--- src/rtl/hp_manager_if.sv ---
// Event and status bundle between the game-event logic (master) and the
// HP manager (slave); the status side also feeds the LED bar.
interface hp_manager_if #(
    parameter int HP_W  = 4,
    parameter int DMG_W = 2
);
    logic             DAMAGE;
    logic [DMG_W-1:0] DMG_AMT;
    logic             HEAL;
    logic             START;
    logic [HP_W-1:0]  OUT_HP;
    logic             DEAD;
    logic             INVULN;
    logic             HIT;

    modport master (
        output DAMAGE, DMG_AMT, HEAL, START,
        input  OUT_HP, DEAD, INVULN, HIT
    );

    modport slave (
        input  DAMAGE, DMG_AMT, HEAL, START,
        output OUT_HP, DEAD, INVULN, HIT
    );
endinterface

--- src/rtl/hp_manager.sv ---
// Player hit-point register with saturating damage/heal, a timed
// post-hit invulnerability window and a latched death state.
module hp_manager #(
    parameter int HP_MAX     = 10,
    parameter int HP_W       = 4,
    parameter int DMG_W      = 2,
    parameter int INVULN_CYC = 25000000
) (
    input  logic         CLK,
    input  logic         RST,
    hp_manager_if.slave  bus
);

    localparam int CNT_W = (INVULN_CYC > 1) ? $clog2(INVULN_CYC) : 1;

    typedef enum logic [1:0] {
        ALIVE  = 2'd0,
        INVULN = 2'd1,
        DEAD   = 2'd2
    } state_t;

    state_t           state;
    logic [HP_W-1:0]  hp;
    logic [CNT_W-1:0] cnt;
    logic             dead_r;
    logic             invuln_r;
    logic             hit_r;
    logic             dmg_q;
    logic             heal_q;
    logic             start_q;
    logic             armed;

    logic             dmg_rise;
    logic             heal_rise;
    logic             start_rise;
    logic [HP_W-1:0]  amt_ext;
    logic [HP_W-1:0]  hp_max_c;

    // armed stays low for the first cycle after reset so inputs already
    // held high at release only load the history instead of firing events
    assign dmg_rise   = armed & bus.DAMAGE & ~dmg_q;
    assign heal_rise  = armed & bus.HEAL   & ~heal_q;
    assign start_rise = armed & bus.START  & ~start_q;
    assign amt_ext    = HP_W'(bus.DMG_AMT);
    assign hp_max_c   = HP_W'(HP_MAX);

    always_ff @(posedge CLK or negedge RST) begin
        if (!RST) begin
            state    <= ALIVE;
            hp       <= HP_W'(HP_MAX);
            cnt      <= '0;
            dead_r   <= 1'b0;
            invuln_r <= 1'b0;
            hit_r    <= 1'b0;
            dmg_q    <= 1'b0;
            heal_q   <= 1'b0;
            start_q  <= 1'b0;
            armed    <= 1'b0;
        end else begin
            dmg_q   <= bus.DAMAGE;
            heal_q  <= bus.HEAL;
            start_q <= bus.START;
            armed   <= 1'b1;
            hit_r   <= 1'b0;

            if (start_rise) begin
                state    <= ALIVE;
                hp       <= hp_max_c;
                cnt      <= '0;
                dead_r   <= 1'b0;
                invuln_r <= 1'b0;
            end else begin
                case (state)
                    ALIVE: begin
                        if (dmg_rise) begin
                            if (amt_ext != '0) begin
                                hit_r <= 1'b1;
                                if (hp > amt_ext) begin
                                    hp       <= hp - amt_ext;
                                    state    <= INVULN;
                                    invuln_r <= 1'b1;
                                    cnt      <= CNT_W'(INVULN_CYC - 1);
                                end else begin
                                    hp     <= '0;
                                    state  <= DEAD;
                                    dead_r <= 1'b1;
                                end
                            end
                        end else if (heal_rise && hp < hp_max_c) begin
                            hp <= hp + HP_W'(1);
                        end
                    end
                    INVULN: begin
                        // counter runs INVULN_CYC-1 down to 0, one cycle each
                        if (cnt == '0) begin
                            state    <= ALIVE;
                            invuln_r <= 1'b0;
                        end else begin
                            cnt <= cnt - CNT_W'(1);
                        end
                        if (!dmg_rise && heal_rise && hp < hp_max_c) begin
                            hp <= hp + HP_W'(1);
                        end
                    end
                    DEAD: begin
                        hp <= '0;
                    end
                    default: begin
                        state    <= ALIVE;
                        dead_r   <= 1'b0;
                        invuln_r <= 1'b0;
                    end
                endcase
            end
        end
    end

    assign bus.OUT_HP = hp;
    assign bus.DEAD   = dead_r;
    assign bus.INVULN = invuln_r;
    assign bus.HIT    = hit_r;

endmodule
--- src/flat_wrapper.sv ---
// flat-port wrapper written by rule: the top's interface ports become plain ports
module hp_manager_flat 
#(
    parameter int HP_MAX     = 10,
    parameter int HP_W       = 4,
    parameter int DMG_W      = 2,
    parameter int INVULN_CYC = 25000000
)
  (CLK, RST, bus_DAMAGE, bus_DMG_AMT, bus_HEAL, bus_START, bus_OUT_HP, bus_DEAD, bus_INVULN, bus_HIT);
  hp_manager_if #(.HP_W(HP_W), .DMG_W(DMG_W)) bus_i ();
  input  logic CLK;
  input  logic RST;
  input wire logic [$bits(bus_i.DAMAGE)-1:0] bus_DAMAGE;
  input wire logic [$bits(bus_i.DMG_AMT)-1:0] bus_DMG_AMT;
  input wire logic [$bits(bus_i.HEAL)-1:0] bus_HEAL;
  input wire logic [$bits(bus_i.START)-1:0] bus_START;
  output wire logic [$bits(bus_i.OUT_HP)-1:0] bus_OUT_HP;
  output wire logic [$bits(bus_i.DEAD)-1:0] bus_DEAD;
  output wire logic [$bits(bus_i.INVULN)-1:0] bus_INVULN;
  output wire logic [$bits(bus_i.HIT)-1:0] bus_HIT;
  assign bus_i.DAMAGE = bus_DAMAGE;
  assign bus_i.DMG_AMT = bus_DMG_AMT;
  assign bus_i.HEAL = bus_HEAL;
  assign bus_i.START = bus_START;
  assign bus_OUT_HP = bus_i.OUT_HP;
  assign bus_DEAD = bus_i.DEAD;
  assign bus_INVULN = bus_i.INVULN;
  assign bus_HIT = bus_i.HIT;
  hp_manager #(.HP_MAX(HP_MAX), .HP_W(HP_W), .DMG_W(DMG_W), .INVULN_CYC(INVULN_CYC)) u_core (.CLK(CLK), .RST(RST), .bus(bus_i));
endmodule
--- config.mk ---
export PLATFORM = sky130hd
export DESIGN_NAME = hp_manager_flat
export DESIGN_NICKNAME = d
export VERILOG_FILES = /design/src/rtl/hp_manager_if.sv /design/src/rtl/hp_manager.sv /design/src/flat_wrapper.sv
export SDC_FILE = /design/constraint.sdc
export NUM_CORES = 1
export LEC_CHECK = 0
export CAP_MARGIN = 0
export CORE_MARGIN = 10
export CORE_UTILIZATION = 50
export CTS_CLUSTER_SIZE = 30
export DETAILED_ROUTE_END_ITERATION = 8
export PLACE_DENSITY = 0.7
export SETUP_SLACK_MARGIN = 0.15
export SLEW_MARGIN = 15
export SYNTH_ARGS = -nofsm -noshare
export SYNTH_HDL_FRONTEND = slang
export SYNTH_SLANG_ARGS = --single-unit
--- constraint.sdc ---
create_clock -name CLK -period 4.4 [get_ports CLK]
set_clock_uncertainty 0.2 [all_clocks]
set_input_delay 0.66 -clock CLK [delete_from_list [all_inputs] [get_ports CLK]]
set_output_delay 0.66 -clock CLK [all_outputs]
set_load 0.005 [all_outputs]
[Yosys cells after proc, flatten, opt, wreduce, memory -nomap -nowiden]
Cells that the tools add are included.
W data, S select, Z words.
Word-level totals
  logic and storage cells: 86
  input bits: 7
  register bits: 38
  output and inout bits: 7
Cells by class
  $lt $le $gt $ge: 2
  $add $sub $neg: 3
  mux-type cells: 34
  equal/unequal tests: 13
  reduce and logical (&&, ||, !) cells: 15
  bitwise logic cells: 9
Operators with widths (count)
  $mux W25: 5
  $pmux W25 S2: 1
  $logic_not A25 Y1: 1
  $sub A25 B1 Y25 const B: 1
  $mux W4: 6
  $ne A3 B1 Y1 const B: 5
  $mux W1: 13
  $pmux W4 S3: 1
  $reduce_and A4 Y1: 3
  $mux W2: 5
  $reduce_and A5 Y1: 2
  $reduce_bool A4 Y1: 2
  $and A1 B1 Y1: 6
  $ne A3 B2 Y1 const B: 2
  $pmux W2 S3: 1
  $add A4 B1 Y4 const B: 1
  $gt A4 B2 Y1: 1
  $lt A4 B4 Y1 const B: 1
  $ne A2 B1 Y1 const B: 2
  $ne A4 B1 Y1 const B: 1
  $ne A4 B4 Y1 const B: 1
  $sub A4 B2 Y4: 1
  $logic_and A1 B1 Y1: 3
  $not A1 Y1: 3
  other kinds (8): 8

[Longest topological paths before layout]
Gate-level depths: netlist of the first run.
  depth in word-level cells: 8
  mapped depth: 10
  gate-level depth less buffers: 9

[Least setup slack after synthesis of the first run]
No wires, ideal clock.
  path kind: reg-to-reg
  start: register u_core.cnt[16]
  end: register u_core.cnt[23]
  arrival: 2.536 ns
  library setup time: 0.079 ns
  setup slack: 1.585 ns
  stages on the path, launching flop included: 8
  clock period less this slack: 2.815 ns
  data required time: 4.121 ns
  path buffers: 2
  cell sequence: dfrtp_1 > or4_1 > buf_2 > or3_1 > buf_2 > or4_4 > or4_1 > a21oi_1
Between the ends
  longest elaborated chain between the ends: 4
  elaborated cells on any way between the ends: 7
  classes of those cells: 1 x add/sub; 1 x eq/ne; 3 x mux; 2 x reduce/logical
Ends and longest elaborated chain
  start: declaration: line hp_manager.sv:24  | logic [CNT_W-1:0] cnt;
  start signal: assignment: line hp_manager.sv:82  | cnt <= CNT_W'(INVULN_CYC - 1);
  start signal: assignment: line hp_manager.sv:99  | cnt <= cnt - CNT_W'(1);
  $sub A25 B1 Y25: line hp_manager.sv:99
  $mux W25: line hp_manager.sv:95  | if (cnt == '0) begin
  $pmux W25 S2: line hp_manager.sv:73  | case (state)
  $mux W25: line hp_manager.sv:66  | if (start_rise) begin
Several ways; a longest one is shown, not always the timed one. The select of a mux whose other input is x is not followed.
A chain may end at the register's enable or synchronous reset.

[Worst setup path in the final report of the first run]
  start: input bus_DMG_AMT[0]
  end: register u_core.cnt[20]
Between the ends
  longest elaborated chain between the ends: 3
  elaborated cells on any way between the ends: 5
  classes of those cells: 1 x order compare; 2 x eq/ne; 2 x reduce/logical
Ends and longest elaborated chain
  start: declaration: line flat_wrapper.sv:14  | input wire logic [$bits(bus_i.DMG_AMT)-1:0] bus_DMG_AMT;
  $gt A4 B2 Y1 / $reduce_bool A4 Y1 (equally long branches): line hp_manager.sv:78, hp_manager.sv:76
  $ne A3 B1 Y1 (no line)
  $reduce_and A5 Y1 (no line) *
Every way passes the cells marked *; elsewhere a longest branch is shown, timed or not.

==> reports/qor.yml, run 1 <==
synth:
  ys_seq_area_share_pct: 37.9
  yosysMostFrequentCell: "dfrtp_1"
  synth_cell_type_count: 55
  ys_ff_latch: 38
  synth.area.top_cells: "dfrtp_1, ha_1, a311oi_1"
  synth_top_cell_by_area: "dfrtp_1"
  syn_area_um2: 2510
  synth_edf_count: 0
  async_flop_share_pct: 100
  yosysTopAreaCellShare_pct: 35.9
  syn_nets: 306
  yosys_warnings: 0
  postSynthCellCount: 290
  synth_common_cells: "dfrtp_1, nor2_1, nand2_1"
  synthFlopType: "dfrtp_1"
  syn_area_per_cell_um2: 8.66
clock_network:
  clkLatencyLatePin_ns: 0.29
  htree_levels: 2
  ctsHoldBuffers: 0
  numCtsBuffers: 5
  clock_sinks: 38
  clockBufferDepth: 2
  cts_setup_buffers: 0
  clk_pin_slew_ns: 0.08
  cts_tree: "built"
  ctsResizeCount: 0
  cts_root_buf: "clkbuf_8"
drt:
  drcViolationCount: 0
  dr.pass1.iters: 5
  ant_nets: 0
  num_vias: 2380
  routed_wl_mm: 6.44
  viasPerCell: 6.50
  wl_per_cell_um: 17.6
  drt-initial-drc-count: 182
power:
  p_leak_nw: 1.08
  internal-power_w: 0.00102
  pwr-share-seq_pct: 34.9
  ir_worst_vdd_uv: 286
  switching_share_pct: 46.9
  p_comb_share_pct: 51.7
  total_power_w: 0.00193
  power.density_nw_per_um2: 691
  clock_power_share_pct: 13.5
  switchingPower_w: 0.000905
critical_path:
  timing.rr.end: "u_core.cnt[23]"
  crit_required_ns: 4.35
  crit_start: "bus_DMG_AMT[0]"
  crit_path_end_kind: "flop"
  r2r-start: "u_core.cnt[17]"
  critPathMaxStageDelay_ns: 0.55
  crit_chain: "clkdlybuf4s50_1 > ha_1 > inv_1 > fa_1 > a21bo_2 > a211o_1 > and2_1 > nor2_1 > a311oi_1"
  critPathKind: "in2reg"
  start_kind: "input pin"
  cp_max_fo: 13
  rrSetupSlack_ns: 1.29
  slowest_stage: "nor2_1"
  reg2reg_depth: 5
  critPathArrivalTime_ns: 3.25
layout:
  insertedDiodeCount: 0
  areaGrowthSynthToFinish_pct: 11.2
  regArea_um2: 953
  multi_input_area_um2: 1440
  nFillCells: 457
  final_cells: 366
  final_net_count: 314
  drive_gt1_share_pct: 7.69
global_routing:
  grt_usage_pct: 15.3
  grt_max_degree: 39
  overflow: 0
  grt_pass1_wl_mm: 10.7
  grt_pass1_vias: 2201
  antenna_found_initial: 0
sta:
  worst_pin_slew_ns: 0.929
  period_share_pct: 75.0
  fin_tns_setup_ns: 0
  final_max_slew_viol_count: 0
  final_hold_viol_count: 0
  holdWs_ns: 0.263
  slew-limit-headroom_pct: 38.1
  min_period_ns: 3.30
  worst_slack_ns: 1.10
  fmax_mhz: 303
  rsz0062_at_grt: "no"
  setup_viol: 0
die:
  dieHeight_um: 90.9
  die_area_um2: 8260
  core.rowCount: 25
  coreArea_um2: 4790
  ioPinCount: 14
  chipWidth_um: 90.9
  initial_core_util_pct: 52.5
place:
  gp_congestion: 0.870
  port_buffers: 13
  dp.final_hpwl_mm: 4.41
  dp_cells: 358
  preCtsSetupSlack_ns: 0.823
worst_hold_path:
  hold_path.class: "in2async"
flow_run:
  drv_cap: 0
run_status:
  status: "completed"
how the worst max path moves through the flow:
stage	endpoint	slack [ns]	depth (start not counted)
6_report	u_core.cnt[20]	1.10	9
2_1_floorplan	u_core.cnt[23]	1.58	7
3_5_place_dp	u_core.cnt[20]	0.82	9
3_3_place_gp	u_core.cnt[19]	0.89	9
5_1_grt	u_core.cnt[21]	0.90	9
4_1_cts	u_core.cnt[22]	1.12	9
cell usage in the layout, fill, tap and decap left out, types with 3 or more instances in the layout:
| master | netlist | routed |
|---|---|---|
| or4_1 | 4 | 4 |
| ha_1 | 8 | 8 |
| or3_1 | 10 | 10 |
| a2111oi_0 | 3 | 3 |
| nor3_1 | 16 | 16 |
| dfrtp_1 | 36 | 36 |
| inv_1 | 13 | 13 |
| nor4_1 | 14 | 14 |
| o21a_1 | 3 | 3 |
| o41ai_1 | 3 | 3 |
| buf_4 | 0 | 6 |
| a211oi_1 | 5 | 5 |
| a21oi_1 | 13 | 13 |
| a31oi_1 | 13 | 13 |
| nand2_1 | 19 | 19 |
| and3_1 | 3 | 3 |
| clkdlybuf4s50_1 | 0 | 12 |
| nand4_1 | 5 | 5 |
| nor2_1 | 21 | 20 |
| o21ai_0 | 13 | 13 |
| a311oi_1 | 11 | 11 |
| o31ai_1 | 8 | 8 |
| nand3_1 | 5 | 5 |
| clkbuf_8 | 0 | 6 |
| nor3b_1 | 3 | 3 |
logic make-up after synthesis:
| logic type | Yosys count | share of synthesized area, % |
|---|---|---|
| buffers and inverters | 31 | 4.73 |
| muxes | 3 | 1.25 |
| other | 1 | 0.149 |
| DFF | 38 | 37.9 |
| AOI/OAI and AO/OA | 89 | 25.1 |
| adders and majority gates | 9 | 4.78 |
| xor gates and xnor gates | 1 | 0.349 |
| and+or+nand+nor | 118 | 25.7 |
worst max-delay path: cells and delay by family:
family	cells	cell delay, ns
simple gates	2	0.84
buf+inv	2	0.55
fa+ha+maj	2	0.42
compound gates	3	0.78
sequential cells by signal, summed over array words and instances, names as in the netlist:
register	count
u_core.armed	1
u_core.bus.DEAD	1
u_core.bus.HIT	1
u_core.bus.INVULN	1
u_core.bus.OUT_HP	4
u_core.cnt	25
u_core.dmg_q	1
u_core.heal_q	1
u_core.start_q	1
u_core.state	2
per-stage QoR:
stage | utilization, % | cell area, um2
2_1_floorplan | - | 2510
3_3_place_gp | 56.4 | 2700
3_5_place_dp | 56.4 | 2700
4_1_cts | 58.4 | 2790
5_1_grt | 58.4 | 2790
6_report | 58.4 | 2790
layout make-up:
type | instances | area share (%)
Clock buffer | 6 | 2.96
Clock inverter | 2 | 0.448
Inverter | 13 | 1.75
Multi-Input combinational cell | 221 | 51.6
Sequential cell | 38 | 34.1
Tap cell | 67 | 3.00
Timing Repair Buffer | 19 | 6.09
metal layers:
metal	global-route usage, %	vias up	wire [um]
met1	20.6	1166	3110
met3	2.99	10	292
li1	-	1148	-
met5	0	-	0
met4	5.87	0	101
met2	23.6	56	2940
power by group through the flow:
| stage | clock network (W) | logic [W] | registers (W) |
|---|---|---|---|
| 3_3_place_gp | 0 | 0.000969 | 0.000671 |
| 5_1_grt | 0.000279 | 0.00112 | 0.000698 |
| 4_1_cts | 0.000266 | 0.000989 | 0.000666 |
| 2_1_floorplan | 0 | 0.000756 | 0.000614 |
| 3_5_place_dp | 0 | 0.000985 | 0.000673 |
| 6_report | 0.000260 | 0.000997 | 0.000673 |
(Power assumes the default switching activity.)
==> run 2: changes to the inputs <==
PLACE_DENSITY = 0.72   (was 0.7)
clock period = 2.99 ns   (was 4.4 ns; I/O delays follow)
==> reports/qor.yml, run 2 (synthesis results as in run 1) <==
sta:
  min_period_ns: 2.74
  final_hold_viol_count: 0  # unchanged
  worst_pin_slew_ns: 0.905  # was 0.929 ns
  setup_viol: 0  # unchanged
  worst_slack_ns: 0.252  # was 1.10 ns
  slew-limit-headroom_pct: 39.7  # was 38.1%
  rsz0062_at_grt: "yes"  # was no
  period_share_pct: 91.6
  final_max_slew_viol_count: 0  # unchanged
  fmax_mhz: 365
critical_path:
  rrSetupSlack_ns: 0.25  # was 1.29 ns
  path_common_cell: "or4_4"
  cp_max_fo: 4  # was 13
  critPathKind: "reg2reg"  # was in2reg
  start_kind: "flop"  # was input pin
  critPathMaxStageDelay_ns: 0.53  # was 0.55 ns
  crit_path_end_kind: "flop"  # unchanged
  slowest_stage: "or4_4"  # was nor2_1
  crit_required_ns: 3.01  # was 4.35 ns
  crit_chain: "or4_4 > or3_4 > or4_4 > or4_1 > a21oi_1"  # was clkdlybuf4s50_1 > ha_1 > inv_1 > fa_1 > a21bo_2 > a211o_1 > and2_1 > nor2_1 > a311oi_1
  critPathArrivalTime_ns: 2.76  # was 3.25 ns
place:
  preCtsSetupSlack_ns: -0.141  # was 0.823 ns
  dp.final_hpwl_mm: 4.87  # was 4.41 mm
  gp_congestion: 0.879  # was 0.870
  port_buffers: 13  # unchanged
run_status:
  status: "completed"  # unchanged
drt:
  drt-initial-drc-count: 250  # was 182
  num_vias: 2524  # was 2380
  ant_nets: 0  # unchanged
  viasPerCell: 6.41  # was 6.50
  dr.pass1.iters: 4  # was 5
  routed_wl_mm: 6.84  # was 6.44 mm
  wl_per_cell_um: 17.3  # was 17.6 um
  drcViolationCount: 0  # unchanged
layout:
  multi_input_area_um2: 1480  # was 1440 um2
  areaGrowthSynthToFinish_pct: 23.5  # was 11.2%
  insertedDiodeCount: 0  # unchanged
  final_common_cell: "dfrtp_1"  # unchanged
  final_cell_mix: "dfrtp_1, buf_4, nor2_1"  # was dfrtp_1, nor2_1, nand2_1
  regArea_um2: 953  # unchanged
  drive_gt1_share_pct: 17.4  # was 7.69%
  largest_reg_flops: 25  # unchanged
  largest_register: "u_core.cnt"  # unchanged
  final_net_count: 342  # was 314
  nFillCells: 417  # was 457
clock_network:
  cts_tree: "built"  # unchanged
  clk_pin_slew_ns: 0.08  # about the same
  clock_sinks: 38  # unchanged
  cts_root_buf: "clkbuf_8"  # unchanged
  numCtsBuffers: 5  # unchanged
  clockBufferDepth: 2  # unchanged
  htree_levels: 2  # unchanged
  cts_setup_buffers: 0  # unchanged
  clkLatencyLatePin_ns: 0.29  # about the same
power:
  p_leak_nw: 1.25  # was 1.08 nW
  power.density_nw_per_um2: 1040  # was 691 nW/um2
  total_power_w: 0.00324  # was 0.00193 W
  ir_worst_vdd_uv: 599  # was 286 uV
die:
  initial_core_util_pct: 52.5  # unchanged
  ioPinCount: 14  # unchanged
  die_area_um2: 8260  # unchanged
  core.rowCount: 25  # unchanged
  chipWidth_um: 90.9  # unchanged
  dieHeight_um: 90.9  # unchanged
  coreArea_um2: 4790  # unchanged
global_routing:
  grt_pass1_vias: 2445  # was 2201
  busiest_layer: "met2"  # unchanged
  grt_max_degree: 39  # unchanged
  grt_pass1_wl_mm: 11.8  # was 10.7 mm
  grt_util_met2_pct: 27.0  # was 23.6%
  met3_usage_pct: 4.16  # was 2.99%
  antenna_found_initial: 0  # unchanged
  overflow: 0  # unchanged
  grt_usage_pct: 16.8  # was 15.3%
  grtUsageMet1_pct: 21.9  # was 20.6%
flow_run:
  drv_cap: 0  # unchanged
worst_hold_path:
  hold_path.class: "in2async"  # unchanged
## run 2: per-layer routing
layer  vias to the layer above  share of wire [%]
li1                       1205                  -
met1                      1241                 47
met2                        71                 47
met3                         7                5.2
met4                         0               0.63
met5                         -                  0
## run 2: power breakdown
group	total [W]	switching (W)	internal, W
Combinational	0.00170	0.000928	0.000769
Clock	0.000544	0.000188	0.000356
Sequential	0.000995	0.000278	0.000717
Total	0.00324	0.00139	0.00184
## run 2: worst max-delay path, delay by kind of cell (launching register included)
family,cells,cell delay (ns)
compound gates,1,0.15
flops,1,0.42
simple gates,4,1.90
## run 2: final timing paths
path / startpoint / to / cells after the start
min reg2reg: u_core.cnt[19] / u_core.cnt[19] / 1
max in group asynchronous: RST / u_core.state[1] / 1
max reg2reg: u_core.cnt[16] / u_core.cnt[23] / 5
max: u_core.cnt[16] / u_core.cnt[23] / 5
min in group CLK: u_core.cnt[19] / u_core.cnt[19] / 1
min: RST / u_core.cnt[21] / 1
## run 2: stage by stage
stage | TNS (ns) | instances | util [%] | instance area [um2] | hold slack, ns
global route | 0 | 394 | 64.8 | 3100 | 0.121
floorplan | 0 | 290 | - | 2510 | -0.0471
finish | 0 | 394 | 64.8 | 3100 | 0.0804
global placement | -0.109 | 386 | 61.0 | 2920 | 0.307
detailed placement | -1.58 | 386 | 61.0 | 2920 | 0.312
CTS | 0 | 394 | 64.0 | 3060 | 0.0997
## run 2: repair_timing
| action | in CTS | in global routing |
|---|---|---|
| resized for setup | 0 | 9 |
| hold buffers | 0 | 0 |
| endpoints found under the setup margin | 0 | 19 |
## run 2: cell type report
cell class / count / area share, %
tap: 67 / 2.70
multi-input combinational: 221 / 47.7
sequential: 38 / 30.7
clock inverter: 2 / 1.94
timing repair buffer: 47 / 12.7
inverter: 13 / 1.57
clock buffer: 6 / 2.66
==> run 3: changes to the inputs <==
MAX_ROUTING_LAYER = met4   (was default)
==> reports/qor.yml, run 3 (synthesis results as in run 1) <==
die:
  die_area_um2: 8260  # unchanged
  ioPinCount: 14  # unchanged
  dieHeight_um: 90.9  # unchanged
  core.rowCount: 25  # unchanged
  initial_core_util_pct: 52.5  # unchanged
  chipWidth_um: 90.9  # unchanged
  coreArea_um2: 4790  # unchanged
layout:
  final_util_pct: 64.8  # unchanged
  drive_gt1_share_pct: 17.4  # unchanged
  final_cell_mix: "dfrtp_1, buf_4, nor2_1"  # unchanged
  final_common_cell: "dfrtp_1"  # unchanged
  largest_register: "u_core.cnt"  # unchanged
  areaGrowthSynthToFinish_pct: 23.5  # unchanged
  final_net_count: 342  # unchanged
  insertedDiodeCount: 0  # unchanged
  nFillCells: 417  # unchanged
  largest_reg_flops: 25  # unchanged
  stdcell_area_um2: 3100  # unchanged
drt:
  wl_per_cell_um: 17.6  # was 17.3 um
  routed_wl_mm: 6.93  # was 6.84 mm
  num_vias: 2565  # was 2524
  drcViolationCount: 0  # unchanged
  drt-initial-drc-count: 246  # was 250
  dr.pass1.iters: 5  # was 4
  viasPerCell: 6.51  # was 6.41
  ant_nets: 0  # unchanged
place:
  port_buffers: 13  # unchanged
  placed_area_um2: 2920  # unchanged
  gp_congestion: 0.893  # was 0.879
  preCtsSetupSlack_ns: -0.141  # unchanged
  dp.final_hpwl_mm: 4.87  # unchanged
clock_network:
  cts_setup_buffers: 0  # unchanged
  cts_root_buf: "clkbuf_8"  # unchanged
  cts_tree: "built"  # unchanged
  ctsHoldBuffers: 0  # unchanged
  clockBufferDepth: 2  # unchanged
  htree_levels: 2  # unchanged
  clk_pin_slew_ns: 0.08  # about the same
  clock_sinks: 38  # unchanged
  numCtsBuffers: 5  # unchanged
  clkLatencyLatePin_ns: 0.29  # about the same
critical_path:
  setup.worst_path.end: "u_core.cnt[23]"  # unchanged
  crit_start: "u_core.cnt[16]"  # unchanged
  cp_max_fo: 4  # unchanged
  r2r-start: "u_core.cnt[16]"  # unchanged
  critPathMaxStageDelay_ns: 0.53  # about the same
  worst-path-buf-inv: 0  # unchanged
  rrSetupSlack_ns: 0.25  # about the same
  path_depth: 5  # unchanged
  crit_path_end_kind: "flop"  # unchanged
  crit_required_ns: 3.01  # about the same
  cp_top_family: "simple AND/OR/NAND/NOR gates"  # unchanged
  crit_chain: "or4_4 > or3_4 > or4_4 > or4_1 > a21oi_1"  # unchanged
  critPathKind: "reg2reg"  # unchanged
  timing.rr.end: "u_core.cnt[23]"  # unchanged
  reg2reg_depth: 5  # unchanged
  slowest_stage: "or4_4"  # unchanged
  critPathArrivalTime_ns: 2.76  # about the same
  path_common_cell: "or4_4"  # unchanged
  start_kind: "flop"  # unchanged
power:
  p_comb_share_pct: 52.6  # was 52.4%
  pwr-share-seq_pct: 30.7  # was 30.8%
  internal-power_w: 0.00184  # about the same
  switching_share_pct: 43.2  # was 43.1%
  ir_worst_vdd_uv: 601  # was 599 uV
  total_power_w: 0.00324  # about the same
  clock_power_share_pct: 16.7  # was 16.8%
  switchingPower_w: 0.00140  # was 0.00139 W
  power.density_nw_per_um2: 1050  # was 1040 nW/um2
  p_leak_nw: 1.25  # unchanged
global_routing:
  grt_pass1_vias: 2444  # was 2445
  grt_pass1_wl_mm: 11.8  # about the same
  overflow: 0  # unchanged
  grt_max_degree: 39  # unchanged
  grt_usage_pct: 17.2  # was 16.8%
  antenna_found_initial: 0  # unchanged
sta:
  setup_viol: 0  # unchanged
  final_hold_viol_count: 0  # unchanged
  worst_slack_ns: 0.248  # was 0.252 ns
  final_max_slew_viol_count: 0  # unchanged
  worst_pin_slew_ns: 0.899  # was 0.905 ns
  rsz0062_at_grt: "yes"  # unchanged
  fin_tns_setup_ns: 0  # unchanged
  fmax_mhz: 365  # about the same
  slew-limit-headroom_pct: 40.1  # was 39.7%
  min_period_ns: 2.74  # about the same
  period_share_pct: 91.7  # was 91.6%
run_status:
  status: "completed"  # unchanged
flow_run:
  drv_cap: 0  # unchanged
worst_hold_path:
  hold_path.class: "in2async"  # unchanged
## run 3: worst min path at each step
stage	from	end
finish	RST	u_core.bus.OUT_HP[0]
global route	RST	u_core.cnt[18]
CTS	RST	u_core.bus.OUT_HP[2]
detailed placement	u_core.cnt[16]	u_core.cnt[16]
global placement	u_core.cnt[16]	u_core.cnt[16]
floorplan	RST	u_core.armed
## run 3: per-stage QoR
stage,hold slack (ns),instances
5_1_grt,0.121,394
2_1_floorplan,-0.0471,290
3_5_place_dp,0.312,386
3_3_place_gp,0.307,386
6_report,0.0797,394
4_1_cts,0.0997,394
## run 3: worst reg2reg max path: stages, from the launching register on
cell	delay, ns
dfrtp_1	0.42
or4_4	0.53
or3_4	0.37
or4_4	0.49
or4_1	0.52
a21oi_1	0.15
## run 3: area by class of cell
cell class	count	area [um2]	share of cell area [%]
Timing Repair Buffer	47	393	12.7
Multi-Input combinational cell	221	1480	47.7
Clock inverter	2	60.1	1.94
Clock buffer	6	82.6	2.66
Tap cell	67	83.8	2.70
Sequential cell	38	953	30.7
Inverter	13	48.8	1.57
## run 3: metal layers
layer	vias to the layer above	GRT usage (%)	share of wire, %
li1	1201	-	-
met1	1250	21.9	45
met2	103	27.0	47
met3	11	4.16	6.9
met4	0	4.18	0.97
met5	-	-	0
## run 3: power by group through the flow
stage | clock, W | combinational, W | sequential [W]
2_1_floorplan | 0 | 0.00111 | 0.000904
3_3_place_gp | 0 | 0.00158 | 0.000983
3_5_place_dp | 0 | 0.00161 | 0.000994
4_1_cts | 0.000556 | 0.00162 | 0.000984
5_1_grt | 0.000579 | 0.00189 | 0.00104
6_report | 0.000542 | 0.00170 | 0.000997
## run 3: timing repair
| action | CTS | global route |
|---|---|---|
| gates resized for setup | 0 | 9 |
| hold endpoints to repair | 0 | 0 |
| endpoints found under the setup margin | 0 | 19 |
